--- config.mk ---
export PLATFORM = sky130hd
export DESIGN_NAME = blink_period_meter
export DESIGN_NICKNAME = d
export VERILOG_FILES = /design/src/rtl/blink_pkg.sv /design/src/rtl/blink_sync_edge.sv /design/src/rtl/blink_period_meter.sv
export SDC_FILE = /design/constraint.sdc
export NUM_CORES = 1
export LEC_CHECK = 0
export CORE_UTILIZATION = 45
export CTS_CLUSTER_SIZE = 12
export DETAILED_ROUTE_END_ITERATION = 16
export PLACE_DENSITY = 0.78
export SYNTH_ARGS = -nofsm -noshare
export SYNTH_HDL_FRONTEND = slang
export SYNTH_SLANG_ARGS = --single-unit
export TNS_END_PERCENT = 10
--- constraint.sdc ---
create_clock -name CLOCK_50 -period 1.82 [get_ports CLOCK_50]
set_input_delay 0.182 -clock CLOCK_50 [delete_from_list [all_inputs] [get_ports CLOCK_50]]
set_output_delay 0.182 -clock CLOCK_50 [all_outputs]
set_load 0.02 [all_outputs]
--- src/rtl/blink_pkg.sv ---
// blink_pkg: shared state encoding and default parameters for the blink interface
package blink_pkg;
    localparam int CNT_W_DEF = 27;
    localparam int TIMEOUT_DEF = 100000000;
    localparam int FAST_THRESH_DEF = 1000;
    typedef enum logic [1:0] {IDLE, MEASURE, STALLED} state_t;
endpackage

--- src/rtl/blink_sync_edge.sv ---
// blink_sync_edge: 2-FF synchronizer plus history FF; edge_p pulses on either polarity (ports clk, rst, din -> edge_p)
module blink_sync_edge (
    input  logic clk,
    input  logic rst,
    input  logic din,
    output logic edge_p
);
    logic [2:0] sh_q, sh_d;
    always_comb sh_d = {sh_q[1:0], din};
    always_ff @(posedge clk) sh_q <= rst ? 3'b000 : sh_d;
    assign edge_p = sh_q[2] ^ sh_q[1];
endmodule

--- src/rtl/blink_period_meter.sv ---
// blink_period_meter: measures blink half-period (CLOCK_50, reset, blink_in -> half_period, valid, is_fast, stalled); BLINK_AVG4_EN reports a 4-interval average
module blink_period_meter
    import blink_pkg::*;
#(
    parameter int CNT_W = CNT_W_DEF,
    parameter int TIMEOUT = TIMEOUT_DEF,
    parameter int FAST_THRESH = FAST_THRESH_DEF
) (
    input  logic             CLOCK_50,
    input  logic             reset,
    input  logic             blink_in,
    output logic [CNT_W-1:0] half_period,
    output logic             valid,
    output logic             is_fast,
    output logic             stalled
);
    localparam logic [CNT_W-1:0] TMO = CNT_W'(TIMEOUT);
    localparam logic [CNT_W-1:0] FT = CNT_W'(FAST_THRESH);
    state_t state_q, state_d;
    logic [CNT_W-1:0] cnt_q, cnt_d, half_q, half_d, rep_val;
    logic valid_q, valid_d, fast_q, fast_d, edge_p, rep, rep_ok, clr;
    blink_sync_edge u_sync (
        .clk(CLOCK_50),
        .rst(reset),
        .din(blink_in),
        .edge_p(edge_p)
    );
    assign rep = edge_p && state_q == MEASURE;
    assign clr = edge_p && state_q != MEASURE;
`ifdef BLINK_AVG4_EN
    logic [CNT_W-1:0] h0_q, h1_q, h2_q, h0_d, h1_d, h2_d;
    logic [1:0] n_q, n_d;
    logic [CNT_W+1:0] sum;
    always_comb begin
        sum = {2'b00, cnt_q} + {2'b00, h0_q} + {2'b00, h1_q} + {2'b00, h2_q};
        rep_val = sum[CNT_W+1:2];
        rep_ok = rep && n_q == 2'd3;
        n_d = clr ? 2'd0 : (rep && n_q != 2'd3) ? n_q + 2'd1 : n_q;
        h0_d = clr ? '0 : rep ? cnt_q : h0_q;
        h1_d = clr ? '0 : rep ? h0_q : h1_q;
        h2_d = clr ? '0 : rep ? h1_q : h2_q;
    end
    always_ff @(posedge CLOCK_50) begin
        if (reset) begin
            n_q <= 2'd0;
            h0_q <= '0;
            h1_q <= '0;
            h2_q <= '0;
        end else begin
            n_q <= n_d;
            h0_q <= h0_d;
            h1_q <= h1_d;
            h2_q <= h2_d;
        end
    end
`else
    assign rep_val = cnt_q;
    assign rep_ok = rep;
`endif
    always_comb begin
        state_d = edge_p ? MEASURE : (state_q == MEASURE && cnt_q == TMO) ? STALLED : state_q;
        cnt_d = edge_p ? CNT_W'(1) : (cnt_q == TMO) ? cnt_q : cnt_q + 1'b1;
        valid_d = rep_ok;
        half_d = rep_ok ? rep_val : half_q;
        fast_d = rep_ok ? rep_val < FT : fast_q;
    end
    always_ff @(posedge CLOCK_50) begin
        if (reset) begin
            state_q <= IDLE;
            cnt_q <= '0;
            half_q <= '0;
            valid_q <= 1'b0;
            fast_q <= 1'b0;
        end else begin
            state_q <= state_d;
            cnt_q <= cnt_d;
            half_q <= half_d;
            valid_q <= valid_d;
            fast_q <= fast_d;
        end
    end
    assign half_period = half_q;
    assign valid = valid_q;
    assign is_fast = fast_q;
    assign stalled = state_q == STALLED;
endmodule

==> metrics.cfg <==
[global_route]
track_usage_pct=20.9
grt_pass1_wl_um=10000
grt_max_degree=35
first_global_vias=2181
grt.overflow.total=0
antenna_found_initial=0

[synthesis]
ys_ff_latch=61
synth_fp_nets=321
ys_warn_count=0
synth.area.top_cells=dfxtp_1 (47%), nand2_1 (10%), a21oi_1 (8.1%), or3_1 (2.9%), nand4_1 (2.4%)
seq_area_frac_synth_pct=47.0
synth.largest_area_cell=dfxtp_1
ys_async_sr_fraction_pct=0
synth_edf_count=0
postSynthCellCount=316
syn_area_per_cell_um2=8.23
yosysUniqueCellTypes=37
synth_commonest_cells=nand2_1 (69), dfxtp_1 (61), a21oi_1 (42)
yosysMostFrequentCell=nand2_1
netlist_area_mm2=0.00260
yosys.area.top_type_share_pct=47.0
synth_flop_cell=dfxtp_1

[clocking]
clockBufferDepth=2
cts_buffers=9
cts_tree=built
clk_latency_ns=0.33
ctsRootBufferMaster=clkbuf_8
cts_sinks=61
htree_num_levels=3
post-cts-setup-buffers=0
cts.clk_slew.worst_paths_ns=0.07

[finish]
layout.cells.non_filler=442
num_antenna_cells=0
fin_area_mm2=0.00331
drive_gt1_share_pct=13.0
fin_util_pct=59.8
fin_nets=370
areaGrowthSynthToFinish_pct=27.4

[routing]
route.detailed.drc=0
via_count=2383
wl_per_cell_um=13.1
drt_first_pass_iters=5
vias_per_cell=5.39
ant_nets=0
drtIter0Drc=157
postRouteWirelength_um=5780

[die]
die_y_um=78.0
rows=27
ios=33
initial_core_util_pct=46.9
die_w_um=78.0
die_area_mm2=0.00609
core_area_mm2=0.00554

[job]
drv_cap=0

[power_and_ir_drop]
sw_frac_of_total_pct=22.8
p_int_mw=1.95
clkPwrFrac_pct=42.2
p_leak_nw=1.11
vdd_drop_max_v=0.000493
p_per_area_mw_per_mm2=763
switchingPower_mw=0.575
pwr-share-comb_pct=4.2
seqPwrFrac_pct=53.6

[critical_path]
start_kind=flop
crit_type=flop to flop
path_max_fanout=14
reg2reg_depth=6
cp-end-kind=flop
worstPathArrival_ns=2.02
required_ns=2.10

[timing]
max_freq_mhz=573
min_period_ns=1.74
worst_pin_slew_ns=0.393
rsz0062_at_grt=true
hold_violations=0
setup_viol=0
skew_ns=0.0102
max-slew-margin-rel_pct=73.5
period_share_pct=95.9
tns_ns=0
drv_slew=0

[hold_path]
holdPathStages=2
hp-class=primary input to flop

[place]
placed_cell_area_mm2=0.00312
place_hpwl_um=4060
port-buffer-count=32
place_inst=426
routabilityCongestion=0.876

[outcome]
outcome=completed

## power by group through the flow
stage	Clock (mW)	Sequential [mW]	Combinational (mW)
2_1_floorplan	0	1.39	0.0595
3_3_place_gp	0	1.38	0.105
3_5_place_dp	0	1.38	0.107
4_1_cts	1.09	1.35	0.107
5_1_grt	1.16	1.35	0.119
6_report	1.06	1.35	0.106
## cells by family (layout without fill, tap and decap cells)
kind of cell             Yosys count  in the layout  share of synthesized area, %
XOR/XNOR                          10             10                          3.37
flip-flops                        61             61                          47.0
multiplexers                       3              3                          1.16
adder cells (fa/ha/maj)            2              2                         0.962
AO/OA/AOI/OAI                     60             60                          12.7
buffers and inverters             23             77                          3.51
AND/OR/NAND/NOR                  157            157                          31.4
## timing repair
item                       in CTS  in global routing
resized for setup               0                  5
hold endpoints to repair        0                  0
setup endpoints to repair       0                  7
hold buffers                    0                  0
## metrics by stage
stage          hold slack (ns)  total power, mW  setup WS, ns
2_1_floorplan            0.310             1.45        0.0970
3_3_place_gp             0.421             1.49        0.0865
3_5_place_dp             0.430             1.49        0.0181
4_1_cts                  0.397             2.55       0.00647
5_1_grt                  0.414             2.64       -0.0127
6_report                 0.410             2.53        0.0750
## registers in the layout (all words and copies together) (netlist names)
name,flops
u_sync.sh_q,3
valid,1
half_period,27
cnt_q,27
is_fast,1
state_q,2
## final cells by class
class	instances	area (um2)
fillers	494	2230
multi-input cells	232	1300
flip-flops and latches	61	1220
repair buffers	56	500
clock buffers	12	155
well taps	72	90.1
clock inverters	4	22.5
inverters	5	18.8
## cells in the final DEF, fill, tap and decap left out, types with 10 or more instances in the layout
cell type	synthesis	routed
buf_4	0	24
nor2_1	13	13
clkbuf_8	0	11
or3_1	12	11
nand4_1	10	10
nor4_1	10	10
a21oi_1	42	41
clkdlybuf4s50_1	0	32
dfxtp_1	61	59
nand2_1	69	69
## critical path, stage by stage (launching register included)
cell,delay [ns]
dfxtp_1,0.35
ha_1,0.19
and4_2,0.24
nand4_1,0.10
buf_4,0.18
or4_1,0.49
a21oi_2,0.14
## per-layer routing
metal  GRT usage [%]  routed length [um]  vias up
met5               0                   0        -
met4            11.9                  87        0
li1                -                   -     1213
met3            4.07                 253        9
met2            32.1                2610       57
met1            27.3                2830     1104
## worst paths after layout
check,start,end,slack (ns)
min,blink_in,u_sync.sh_q[0],0.41
max reg2reg,cnt_q[0],cnt_q[26],0.08
max,cnt_q[0],cnt_q[26],0.08
min reg2reg,u_sync.sh_q[0],u_sync.sh_q[1],0.44
No activity file was read; power rests on OpenSTA's default activity.
